File: config.mk
export PLATFORM = sky130hd
export DESIGN_NAME = mac_accum
export DESIGN_NICKNAME = d
export VERILOG_FILES = /design/src/rtl/mac_accum.sv
export SDC_FILE = /design/constraint.sdc
export NUM_CORES = 1
export LEC_CHECK = 0
export CORE_MARGIN = 2
export CORE_UTILIZATION = 56
export CTS_CLUSTER_DIAMETER = 30
export DETAILED_ROUTE_END_ITERATION = 7
export GPL_TIMING_DRIVEN = 1
export PLACE_DENSITY = 0.87
export SYNTH_ARGS = -nofsm -noshare
export SYNTH_HDL_FRONTEND = slang
export SYNTH_SLANG_ARGS = --single-unit
File: constraint.sdc
create_clock -name i_clk -period 3.05 [get_ports i_clk]
set_input_delay 0.305 -clock i_clk [delete_from_list [all_inputs] [get_ports i_clk]]
set_output_delay 0.305 -clock i_clk [all_outputs]
set_load 0.05 [all_outputs]
File: src/rtl/mac_accum.sv
// mac_accum: sums KERNEL_LEN unsigned 16-bit products, adds a bias, then
// requantizes the total to an OUT_W-bit activation by right shift with saturation.
// Optional feature macro: MAC_ACCUM_ROUND_EN (round half up before saturation).
module mac_accum #(
    parameter int KERNEL_LEN = 9,
    parameter int ACC_W      = 24,
    parameter int SHIFT      = 8,
    parameter int OUT_W      = 8
) (
    input  logic             i_clk,
    input  logic             i_rst,
    input  logic             i_clear,
    input  logic             i_prod_valid,
    input  logic [15:0]      i_prod_in,
    input  logic [15:0]      i_bias,
    output logic             o_in_ready,
    output logic [OUT_W-1:0] o_out_data,
    output logic             o_out_valid,
    output logic             o_busy,
    output logic             o_overrun
);

    localparam int CNT_W = $clog2(KERNEL_LEN + 1);
    localparam logic [CNT_W-1:0] LAST = CNT_W'(KERNEL_LEN);
`ifdef MAC_ACCUM_ROUND_EN
    // One extra bit of headroom so the bias add plus the rounding constant cannot wrap
    localparam int S_W = ACC_W + 2;
    localparam logic [S_W-1:0] HALF = S_W'(64'd1 << (SHIFT - 1));
`else
    localparam int S_W = ACC_W + 1;
`endif
    localparam logic [S_W-1:0] MAXV = S_W'((64'd1 << OUT_W) - 64'd1);

    typedef enum logic [1:0] {IDLE, ACCUM, BIAS} state_t;

    state_t           r_state, w_next;
    logic [ACC_W-1:0] r_acc;
    logic [CNT_W-1:0] r_cnt;
    logic             w_accept, w_drop;
    logic [CNT_W-1:0] w_cnt_inc;
    logic [ACC_W:0]   w_acc_sum;
    logic [ACC_W-1:0] w_acc_sat;
    logic [S_W-1:0]   w_s, w_r;
    logic [OUT_W-1:0] w_q;

    assign o_in_ready = (r_state != BIAS);
    assign o_busy     = (r_state != IDLE);
    assign w_accept   = i_prod_valid & o_in_ready;
    assign w_drop     = i_prod_valid & ~o_in_ready;
    assign w_cnt_inc  = r_cnt + CNT_W'(1);

    // Accumulation clamps at all-ones instead of wrapping
    assign w_acc_sum = {1'b0, r_acc} + (ACC_W+1)'(i_prod_in);
    assign w_acc_sat = w_acc_sum[ACC_W] ? {ACC_W{1'b1}} : w_acc_sum[ACC_W-1:0];

`ifdef MAC_ACCUM_ROUND_EN
    assign w_s = S_W'(r_acc) + S_W'(i_bias) + HALF;
`else
    assign w_s = S_W'(r_acc) + S_W'(i_bias);
`endif
    assign w_r = w_s >> SHIFT;
    assign w_q = (w_r > MAXV) ? {OUT_W{1'b1}} : w_r[OUT_W-1:0];

    // State register
    always_ff @(posedge i_clk or posedge i_rst) begin
        if (i_rst) r_state <= IDLE;
        else       r_state <= w_next;
    end

    // Next-state logic; clear always returns to IDLE
    always_comb begin
        w_next = r_state;
        case (r_state)
            IDLE:    if (w_accept) w_next = (KERNEL_LEN == 1) ? BIAS : ACCUM;
            ACCUM:   if (w_accept && (w_cnt_inc == LAST)) w_next = BIAS;
            BIAS:    w_next = IDLE;
            default: w_next = IDLE;
        endcase
        if (i_clear) w_next = IDLE;
    end

    // Datapath: accumulate, requantize in BIAS, sticky overrun; clear wins over accept
    always_ff @(posedge i_clk or posedge i_rst) begin
        if (i_rst) begin
            r_acc       <= '0;
            r_cnt       <= '0;
            o_out_data  <= '0;
            o_out_valid <= 1'b0;
            o_overrun   <= 1'b0;
        end else if (i_clear) begin
            r_acc       <= '0;
            r_cnt       <= '0;
            o_out_valid <= 1'b0;
            o_overrun   <= 1'b0;
        end else begin
            o_out_valid <= 1'b0;
            if (w_drop) o_overrun <= 1'b1;
            case (r_state)
                IDLE: if (w_accept) begin
                    r_acc <= ACC_W'(i_prod_in);
                    r_cnt <= CNT_W'(1);
                end
                ACCUM: if (w_accept) begin
                    r_acc <= w_acc_sat;
                    r_cnt <= w_cnt_inc;
                end
                BIAS: begin
                    o_out_data  <= w_q;
                    o_out_valid <= 1'b1;
                    r_acc       <= '0;
                    r_cnt       <= '0;
                end
                default: begin
                    r_acc <= '0;
                    r_cnt <= '0;
                end
            endcase
        end
    end

endmodule

# After elaboration in Yosys (flattened, before gate mapping)
# Index checks and enable logic that the tools add are counted.
classes:
  n_lt_le_gt_ge: 1
  muxes: 18
  n_bitwise: 4
  eq_ne: 7
  n_reduce_logical: 7
  n_addsub: 3
ops:
  columns: ["cell", "count"]
  rows:
  - ["$mux W24", 4]
  - ["$add A24 B16 Y25", 2]
  - ["$pmux W24 S2", 1]
  - ["$gt A17 B8 Y1 const B", 1]
  - ["$mux W4", 3]
  - ["$ne A3 B3 Y1 const B", 3]
  - ["$mux W8", 1]
  - ["$pmux W4 S2", 1]
  - ["$mux W2", 3]
  - ["$reduce_and A2 Y1", 3]
  - ["$add A4 B1 Y4 const B", 1]
  - ["$eq A4 B4 Y1 const B", 1]
  - ["$mux W1", 4]
  - ["$pmux W2 S2", 1]
  - ["$reduce_bool A2 Y1", 2]
  - ["$and A1 B1 Y1", 2]
  - ["$eq A2 B1 Y1 const B", 1]
  - ["$eq A2 B2 Y1 const B", 1]
  - ["$logic_not A2 Y1", 1]
  - ["$ne A2 B2 Y1 const B", 1]
  - ["$not A1 Y1", 2]
  - ["$logic_and A1 B1 Y1", 1]
totals:
  out_inout_bits: 12
  input_bits: 36
  elab_cells: 46
  reg_bits: 40

# Depth between registers and ports, before layout
logic_depth:
  word_depth: 6
  mapped_depth: 12
  mapped_depth_nobuf: 11

# Worst setup path before layout
# Ideal clock, no wire load.
synth_path:
  path_kind: "register to register"
  startpoint: "register r_acc[2]"
  endpoint: "register o_out_data[7]"
  synth_period_minus_slack_ps: 2707
  t_arrival_ps: 2572
  stages_incl_launch_ff: 10
  setup_time_ps: 136
  n_path_buf: 0
  t_required_ps: 2914
  path_slack_ps: 343
  cell_sequence: "dfrtp_1 > ha_1 > a21oi_1 > a21oi_1 > or4_4 > a211o_1 > o31a_1 > mux2i_2 > a311oi_4 > a21oi_1"
synth_via:
  elab_chain_len: 3
synth_rtl:
  columns: ["item", "line", "rtl"]
  rows:
  - ["from (decl)", "37", "logic [ACC_W-1:0] r_acc;"]
  - ["from (signal assigned)", "100", "r_acc <= ACC_W'(i_prod_in);"]
  - ["from (signal assigned)", "104", "r_acc <= w_acc_sat;"]
  - ["$add A24 B16 Y25 (*)", "59", "assign w_s = S_W'(r_acc) + S_W'(i_bias);"]
  - ["$gt A17 B8 Y1", "62", "assign w_q = (w_r > MAXV) ? {OUT_W{1'b1}} : w_r[OUT_W-1:0];"]
  - ["$mux W8 (*)", "62", null]
  - ["to (signal assigned)", "108", "o_out_data <= w_q;"]
  - ["to (decl)", "17", "output logic [OUT_W-1:0] o_out_data,"]
# Mark *: on every way between the ends. The rest lies on a longest branch, timed or not.
# A chain may end at the register's enable or synchronous reset.

# Worst setup path in the final report
layout_path:
  startpoint: "input i_bias[2]"
  endpoint: "register o_out_data[0]"
layout_via:
  elab_chain_len: 3
layout_rtl:
  columns: ["item", "line", "rtl"]
  rows:
  - ["from (decl)", "15", "input logic [15:0] i_bias,"]
  - ["$add A24 B16 Y25 (*)", "59", null]
  - ["$gt A17 B8 Y1", "62", null]
  - ["$mux W8 (*)", "62", null]
# Marks and branches as above.

==> metrics.md <==
| Metric | Value |
|---|---|
| Status | completed |
| Post-layout min period | ~3 ns |
| Post-synth EDFFs | 0 |
| Drt via density | 6.30 |
| Cell row count | 28 |
| GRT overflow | 0 |
| Capture point of the worst reg-to-reg path | o_out_data[0] |
| RSZ-0062 raised after global routing | false |
| GP Congestion | about 0.9 |
| Slew headroom | between 50% and 60% |
| Main synth FF type | dfrtp_1 |
| Static leakage | 1.88 nW |
| Met1 Usage GRT | around 34% |
| Ant diodes | 0 |
| Worst setup path endpoint | o_out_data[0] |
| CP Data Required Time | roughly 3.2 ns |
| R2R Setup Slk | around 0.09 ns |
| Routed Antenna Nets | 0 |
| Hold-fix buffers, CTS | 0 |
| FFs w/ async S/R, synth | 100% |
| Layout cells sized above 1 | 9.66% |
| Power per cell area | between 300 and 400 nW/um^2 |
| Number of synthesized register bits | 40 |
| Number of port buffers | 47 |
| Routed len/inst | 16.4 microns |
| Worst slew pin tran | roughly 0.73 ns |
| Dpl ws | -0.207 ns |
| First-pass GRT wire length | 14600 microns |
| Final WS setup | 0.0611 ns |
| Mean Syn Cell Area | 8.24 sq um |
| DR iter-0 viols | between 200 and 300 |
| Setup Fix Bufs, Post-CTS | 0 |
| Clk sink count | 40 |
| Final Instance Area | around 4200 sq um |
| First-pass detailed-route iteration total | 5 |
| CP Class | input pin to register |
| Gr busiest metal | met2 |
| Die area | a little under 7000 sq um |
| Vias post-DR | roughly 3500 |
| Core Footprint | 5920 sq um |
| H-tree depth | 2 |
| DIE HEIGHT | between 80 and 90 microns |
| Final setup viols | 0 |
| Crit-path max FO | 8 |
| Starting density of the core | 57.7% |
| Drt drc | 0 |
| Syn nets | 484 |
| Fin. max-slew vios | 0 |
| Clk_lat worst skew | approximately 0.30 ns |
| Worst-path clk slew | roughly 0.080 ns |
| Max-cap viol count | 0 |
| Reg2Reg Launch Point | r_acc[2] |
| Vias in the first global route | 3351 |
| Total Wirelength | 9040 microns |
| Most common cell after layout, fill and taps aside | nand2_1 |
| Nets | 546 |
| Worst Skew | around 0.011 ns |
| GRT Resource Usage Total | 27.7% |
| Syn Inst Count | between 400 and 500 |
| CTS tree | yes |
| Placed wire-length estimate | slightly below 7000 microns |
| Synth Cell Area | approximately 3400 sq um |
| Final total power | approximately 1.5 mW |
| Worst Setup SP | i_bias[2] |
| WP data arrival | 3.16 ns |
| Fin crit share | 98.0% |
| # IOs | 48 |
| Clock Tree Buf Depth | 2 |
| Fin Hold WS | approximately 0.43 ns |
| M3 GR Usage | under 10% |
| Dpl cell area | ~4100 sq um |
| Yosys cell types | 60 |
| Area Growth Syn to Fin | 22.6% |
| Fin. Hold Viols | 0 |
| Most frequent cells in the layout | 53 x nand2_1, 47 x clkdlybuf4s50_1, 40 x dfrtp_1 |
| Horiz. Die Dim | between 80 and 90 microns |
| R2R cell count | 10 |
| Post-synthesis sequential area ratio | just under 30% |
| Peak Freq | between 300 and 400 MHz |
| Root Buffer Master | clkbuf_8 |
| Max VDD drop | 219 uV |
| CP endpoint kind | register |
| Cts bufs inserted | 5 |
| Antenna violations before repair | 0 |
| Startpoint Class | input pin |
| CTS resizes | 0 |
| Grt met2 use | a little under 50% |
| Synth warnings | 0 |
| Largest net degree at the start of global routing | 25 |
| Min-Delay Path Class | input pin to async pin |
## per-layer routing
metal	routed length [microns]	up-vias
li1	-	1661
met1	3780	1672
met2	4540	126
met3	617	14
met4	90	0
met5	0	-
## worst max-delay path, cell delays in order
cell and delay (ns):
clkdlybuf4s50_1 0.41, ha_1 0.32, a21oi_1 0.19, a21oi_1 0.16, or4_4 0.51, a211o_1 0.30, o31a_1 0.26, mux2i_2 0.17
a311oi_4 0.26, buf_4 0.20, a21oi_1 0.07
## cell usage after synthesis (3+ instances only)
cell type,number,share of area [%]
a211oi_1,6,1.3
a21o_1,7,1.5
a21oi_1,35,5.1
a31oi_1,6,1.1
and3_1,7,1.3
clkbuf_1,16,1.8
dfrtp_1,40,29
ha_1,33,12
inv_1,14,1.5
nand2_1,53,5.8
nand3_1,13,1.9
nand4_1,5,0.92
nor2_1,39,4.3
nor3_1,3,0.44
o211ai_1,3,0.66
o21a_1,12,2.6
o21ai_0,27,4.0
o221ai_1,16,4.1
o31a_1,3,0.77
o31ai_1,4,0.88
or3_1,4,0.73
or4_1,3,0.66
xnor2_1,15,3.8
xor2_1,5,1.3
## worst min path at each step
stage / cells after the start / from / endpoint / slack [ns]
after floorplan: 1 / i_clear / o_overrun / 0.37
after global placement: 2 / o_overrun / o_overrun / 0.49
after detailed placement: 1 / r_cnt[3] / r_cnt[3] / 0.50
after CTS: 2 / i_rst / o_out_valid / 0.45
after global routing: 2 / i_rst / o_out_valid / 0.48
final: 2 / i_rst / o_out_valid / 0.43
## cell families (layout without fill, tap and decap cells)
kind of cell / Yosys count / in the layout / share of synthesized area, %
compound gates: 139 / 139 / 27.8
xor+xnor: 20 / 20 / 5.13
fa+ha+maj: 34 / 34 / 12.7
buf+inv: 32 / 94 / 3.59
flops: 40 / 40 / 29.3
mux: 3 / 3 / 1.03
simple gates: 146 / 146 / 20.4
## metrics by stage
stage	utilization, %	instances	TNS (ns)
after floorplan	-	414	0
after global placement	69.4	544	-1.00
after detailed placement	69.4	544	-1.60
after CTS	70.7	551	0
after global routing	70.7	551	0
final	70.7	551	0
## power breakdown
group          switching, mW  internal, mW  leakage [nW]
clock                  0.192         0.156        0.0410
sequential            0.0239         0.555         0.525
combinational          0.294         0.252          1.32
total                  0.510         0.963          1.88
## registers in the layout, indices dropped and copies added, names as in the netlist
name / count
r_acc: 24
o_out_data: 8
r_cnt: 4
r_state: 2
o_out_valid: 1
o_overrun: 1
## layout make-up
| type | count | area (sq um) |
|---|---|---|
| Clock buffer | 6 | 72.6 |
| Fill cell | 506 | 1740 |
| Multi-Input combinational cell | 342 | 2290 |
| Inverter | 14 | 52.6 |
| Timing Repair Buffer | 73 | 666 |
| Clock inverter | 1 | 5.00 |
| Sequential cell | 40 | 1000 |
| Tap cell | 75 | 93.8 |
Power figures use the tool's default switching activity.
==> variant 1 (same settings) <==
`KERNEL_LEN`: 9 -> 8.
--- a/src/rtl/mac_accum.sv
+++ b/src/rtl/mac_accum.sv
@@ -2,7 +2,7 @@
 // requantizes the total to an OUT_W-bit activation by right shift with saturation.
 // Optional feature macro: MAC_ACCUM_ROUND_EN (round half up before saturation).
 module mac_accum #(
-    parameter int KERNEL_LEN = 9,
+    parameter int KERNEL_LEN = 8,
     parameter int ACC_W      = 24,
     parameter int SHIFT      = 8,
     parameter int OUT_W      = 8
Behaviour: not the same (a bounded check fails within 10 cycles, from zero or initial values and one cycle with i_rst high).
==> variant 1 against the unedited design <==
Design area increased by 4.8%; sequential cell count unchanged; first-iteration DRC count up 50%; global-route usage increased by 1.7 points; routed wire length rose by 10%; area after synthesis is 2.9% higher; power grew 10%; worst setup slack better by 0.11 ns; critical path type unchanged; highest routed layer unchanged.
==> variant 1: results (changes against the unedited design) <==
Status
  – Outcome: finished, final reports clean (unchanged)

GRT
  – Largest net degree at the start of global routing: 41 (was 25)
  – Initial antenna violation count: 0 (unchanged)
  – Vias in the first global route: 3672 (was 3351)
  – GRT Util Overall: 29.3% (was 27.7%)
  – First-pass GRT wire length: 17000 um (was 14600 um)

Clocking
  – Root buf cell: clkbuf_8 (unchanged)
  – Clk Latency, worst-skew pair: 0.30 ns (about the same)
  – Clock buffer count from CTS: 5 (unchanged)
  – Post-CTS Setup Inserts: 0 (unchanged)
  – Worst-path clk slew: 0.09 ns
  – Htree depth: 2 (unchanged)
  – Max Root-Sink Buffers: 2 (unchanged)

Synthesis
  – Syn nets: 487 (was 484)
  – Fraction of registers with async set/reset: 100% (unchanged)
  – Synth cell types: 63 (was 60)
  – Synth area leaders: dfrtp_1 28%, ha_1 12%, a21oi_1 6.6%, nor2_1 5.2%, o21ai_0 3.4% (was dfrtp_1 29%, ha_1 12%, nand2_1 5.8%, a21oi_1 5.1%, nor2_1 4.3%)
  – Synth cell count leaders: 49 x nor2_1, 46 x a21oi_1, 40 x dfrtp_1, 33 x ha_1, 25 x nand2_1 (was 53 x nand2_1, 40 x dfrtp_1, 39 x nor2_1, 35 x a21oi_1, 33 x ha_1)
  – Register area share after synthesis: 28.5% (was 29.3%)
  – Ys Warns: 0 (unchanged)
  – Mean Syn Cell Area: 8.43 um2 (was 8.24 um2)
  – Synth area leader: dfrtp_1 (unchanged)

Setup path
  – Worst Path Max Fanout: 8 (unchanged)
  – CP arrival: 3.11 ns (was 3.16 ns)
  – Worst reg-to-reg path cell count: 11 (was 10)

Final layout
  – Share of cells above drive strength 1: 14.6% (was 9.66%)
  – Largest regs: r_acc (24), o_out_data (8), r_cnt (4) (unchanged)
  – Nets: 556 (was 546)
  – ANT cells: 0 (unchanged)

Detailed routing
  – DRT iter0 DRCs: 406 (was 270)
  – Vias per cell: 6.56 (was 6.30)
  – Wirelength, routed: 9950 um (was 9040 um)
  – DR pass1 iterations: 5 (unchanged)
  – Routed WL per cell: 17.7 um (was 16.4 um)

Placed design
  – Detail Placement HPWL: 7220 um (was 6800 um)
  – Port bufs: 47 (unchanged)
  – GPL Wtd Cong: 0.884 (was 0.905)
  – Placed insts: 553 (was 544)
  – Post-DP Area: 4240 um2 (was 4110 um2)

Power and ir drop
  – Static Leak: 0.00191 uW (was 0.00188 uW)
  – VDD IR max: 282 uV (was 219 uV)

Timing
  – Setup-failing EPs final: 0 (unchanged)
  – Clock skew after layout: 0.00845 ns (was 0.0107 ns)
  – Actual slew at the worst max-slew pin: 0.609 ns (was 0.734 ns)

Worst hold path
  – Hold Crit Class: in2async (unchanged)
## variant 1: cell count changes after synthesis, sizes merged, moves of 6 or more
cell / delta
nor2: +9
a21oi: +11
nor3: +6
xnor2: -8
nand2: -28
o221ai: -10
nand2b: +14
o21a: -6
## variant 1: routing by layer
metal  GRT usage, %  up-vias  wire length, um
met5              0        -                0
met3           4.67       42              682
met4           11.0        0              259
met1           37.7     1758             4090
met2           49.6      175             4930
li1               -     1711                -
## variant 1: cell families after synthesis
logic type / after synthesis / synth area share (%)
DFF: 40 / 28.5
muxes: 1 / 0.285
buffers and inverters: 30 / 3.63
and+or+nand+nor: 140 / 20.0
AOI/OAI and AO/OA: 156 / 31.3
xor gates and xnor gates: 16 / 3.99
adders and majority gates: 34 / 12.3
## variant 1: cell type report
| class | instances | area [um2] |
|---|---|---|
| clock buffers | 6 | 72.6 |
| clock inverters | 2 | 35.0 |
| fillers | 439 | 1610 |
| inverters | 12 | 45.0 |
| multi-input cells | 347 | 2420 |
| flip-flops and latches | 40 | 1000 |
| well taps | 75 | 93.8 |
| repair buffers | 80 | 716 |
## variant 1: through the flow
| step | setup WS (ns) | total power (uW) |
|---|---|---|
| 6_report | 0.168 | 1620 |
| 5_1_grt | 0.0152 | 1700 |
| 4_1_cts | 0.0526 | 1590 |
| 3_5_place_dp | -0.239 | 1150 |
| 3_3_place_gp | -0.146 | 1130 |
| 2_1_floorplan | 0.306 | 959 |
## variant 1: final timing paths
kind,from,endpoint,slack [ns]
max,i_bias[2],o_out_data[6]$_DFFE_PP0P_,0.17
min,i_rst,r_cnt[3]$_DFFE_PP0P_,0.44
max reg2reg,r_acc[5]$_DFFE_PP0P_,o_out_data[6]$_DFFE_PP0P_,0.17
min reg2reg,r_cnt[3]$_DFFE_PP0P_,r_cnt[3]$_DFFE_PP0P_,0.51
max in group asynchronous,i_rst,r_acc[11]$_DFFE_PP0P_,2.23
min in group i_clk,r_cnt[3]$_DFFE_PP0P_,r_cnt[3]$_DFFE_PP0P_,0.51
## variant 1: critical path, stage by stage
cell	delay, ns
clkdlybuf4s50_1	0.41
ha_1	0.31
a21oi_1	0.22
a211oi_2	0.12
nor3_2	0.39
a2111oi_2	0.13
buf_4	0.16
o2111a_1	0.24
o311ai_1	0.41
nor4_4	0.08
buf_4	0.18
a21oi_1	0.14
## variant 1: where the power goes
group	leakage, uW	switching (uW)	internal [uW]
clock	0.0000552	200	243
combinational	0.00133	332	263
sequential	0.000524	28.0	554
## variant 1: repair_timing
| action | in CTS | in global routing |
|---|---|---|
| resized for setup | 0 | 10 |
| endpoints found under the hold margin | 0 | 0 |
| endpoints found under the setup margin | 0 | 31 |
==> variant 2 (config.mk and constraints unchanged) <==
Without the edit above. Reset style: synchronous (`i_rst`), changed in 2 clocked blocks.
--- a/src/rtl/mac_accum.sv
+++ b/src/rtl/mac_accum.sv
@@ -62,7 +62,7 @@
     assign w_q = (w_r > MAXV) ? {OUT_W{1'b1}} : w_r[OUT_W-1:0];
 
     // State register
-    always_ff @(posedge i_clk or posedge i_rst) begin
+    always_ff @(posedge i_clk) begin
         if (i_rst) r_state <= IDLE;
         else       r_state <= w_next;
     end
@@ -80,7 +80,7 @@
     end
 
     // Datapath: accumulate, requantize in BIAS, sticky overrun; clear wins over accept
-    always_ff @(posedge i_clk or posedge i_rst) begin
+    always_ff @(posedge i_clk) begin
         if (i_rst) begin
             r_acc       <= '0;
             r_cnt       <= '0;
Formal check against the unedited RTL: differs if i_rst is asserted again (counterexample within 4 cycles, from zero or initial values and one cycle with i_rst high); with i_rst held inactive, the same outputs for 10 cycles.
==> variant 2 against the unedited design <==
Sequential cell count unchanged; area after synthesis decreased by 8.0%; power decreased by 9.0%; register-to-register slack improved by 0.25 ns; worst setup slack improved by 0.20 ns; count of clock-buffer cells in the layout increased by 1; routed wire length increased by 0.34%; die area decreased by 7.6%; design area decreased by 6.7%; critical path type unchanged; critical endpoint is now o_out_data[0]$_SDFFE_PP0P_; largest power group unchanged; highest routed layer unchanged.
==> variant 2: results (changes against the unedited design) <==
Synthesis
  – Synth area leaders: dfxtp_1 25%, ha_1 13%, a21oi_1 7.3%, nand2_1 5.9%, xnor2_1 4.7% (was dfrtp_1 29%, ha_1 12%, nand2_1 5.8%, a21oi_1 5.1%, nor2_1 4.3%)
  – Register area share after synthesis: 25.5% (was 29.3%)
  – Synth cell count leaders: 49 x nand2_1, 46 x a21oi_1, 40 x dfxtp_1, 33 x ha_1, 33 x nor2_1 (was 53 x nand2_1, 40 x dfrtp_1, 39 x nor2_1, 35 x a21oi_1, 33 x ha_1)
  – Mean Syn Cell Area: 7.78 um2 (was 8.24 um2)
  – Fraction of registers with async set/reset: 0% (was 100%)

Placed design
  – GPL Wtd Cong: 0.974 (was 0.905)
  – Detail Placement HPWL: 7160 um (was 6800 um)
  – Dpl ws: -0.0149 ns (was -0.207 ns)

GRT
  – GRT Util Overall: 29.8% (was 27.7%)
  – Largest net degree at the start of global routing: 17 (was 25)
  – First-pass GRT wire length: 14800 um (was 14600 um)

Final layout
  – Final non-filler cell total: 536 (was 551)
  – Share of cells above drive strength 1: 8.19% (was 9.66%)

Setup path
  – Worst reg-to-reg setup slack: 0.34 ns (was 0.09 ns)
  – CP max stage delay: 0.41 ns (was 0.51 ns)
  – Slowest-stage cell, CP: clkdlybuf4s50_1 (was or4_4)
  – CP arrival: 2.97 ns (was 3.16 ns)

Power and ir drop
  – VDD IR max: 225 uV (was 219 uV)
  – Static Leak: 0.00156 uW (was 0.00188 uW)

Worst hold path
  – Hold Crit Class: reg2reg (was in2async)

Timing
  – Final min period: 2.79 ns (was 2.99 ns)
  – Hold Slack: 0.483 ns (was 0.426 ns)
  – Actual slew at the worst max-slew pin: 0.572 ns (was 0.734 ns)

Detailed routing
  – DRT iter0 DRCs: 323 (was 270)

Status
  – Outcome: finished, final reports clean (unchanged)
==> variant 2: cell count changes after synthesis, moves of 3 or more <==
| cell | before | now |
|---|---|---|
| dfrtp_1 | 40 | 0 |
| dfxtp_1 | 0 | 40 |
| a21oi_1 | 35 | 46 |
| o21a_1 | 12 | 3 |
| o221ai_1 | 16 | 7 |
| clkbuf_1 | 16 | 8 |
| nor2_1 | 39 | 33 |
| nand2_1 | 53 | 49 |
| a311oi_1 | 0 | 3 |
| and3_1 | 7 | 4 |
| inv_1 | 14 | 17 |
| o22ai_1 | 1 | 4 |
| or2_2 | 2 | 5 |
| or4_1 | 3 | 0 |
==> variant 2: cell families after synthesis <==
kind of cell / after synthesis / synth area share, %
compound gates: 144 / 30.4
buf+inv: 28 / 3.46
fa+ha+maj: 34 / 13.8
mux: 2 / 0.637
flops: 40 / 25.5
xor+xnor: 22 / 6.13
simple gates: 134 / 20.1
==> variant 2: cell type report <==
type | count | share of cell area [%]
multi-input cells | 336 | 57.2
flip-flops and latches | 40 | 20.5
repair buffers | 63 | 15.1
clock buffers | 7 | 2.47
well taps | 72 | 2.31
inverters | 17 | 1.63
clock inverters | 1 | 0.769
==> variant 2: where the power goes <==
group | leakage (uW) | switching (uW) | internal (uW) | total (uW)
clock network | 0.0000645 | 205 | 289 | 494
logic | 0.00118 | 162 | 142 | 304
registers | 0.000324 | 10.8 | 532 | 543
==> variant 2: path summary, 6_finish.rpt <==
kind                               from                         end  cells past startpoint
setup reg to reg  r_acc[7]$_SDFFE_PP0P_  o_out_data[0]$_SDFFE_PP0P_                      9
hold / removal    r_acc[7]$_SDFFE_PP0P_       r_acc[7]$_SDFFE_PP0P_                      2
setup / recovery              i_bias[7]  o_out_data[0]$_SDFFE_PP0P_                     10
hold reg to reg   r_acc[7]$_SDFFE_PP0P_       r_acc[7]$_SDFFE_PP0P_                      2
==> variant 2: layer usage <==
layer | vias to the layer above | track usage, % | part of all wire, %
met5 | - | 0 | 0
met2 | 169 | 51.8 | 48
met1 | 1552 | 35.5 | 40
met4 | 0 | 15.0 | 4.0
met3 | 38 | 5.00 | 7.8
li1 | 1617 | - | -
==> variant 2: per-stage QoR <==
stage | setup TNS, ns | cell area [um2]
after floorplan | 0 | 3140
after global placement | 0 | 3780
after detailed placement | -0.0441 | 3780
after CTS | 0 | 3900
after global routing | 0 | 3900
final | 0 | 3900
==> variant 2: worst min-delay path, stage by stage, from the launching register on <==
cell and delay, ns:
dfxtp_1 0.34, nand2_1 0.06, nand2_1 0.04
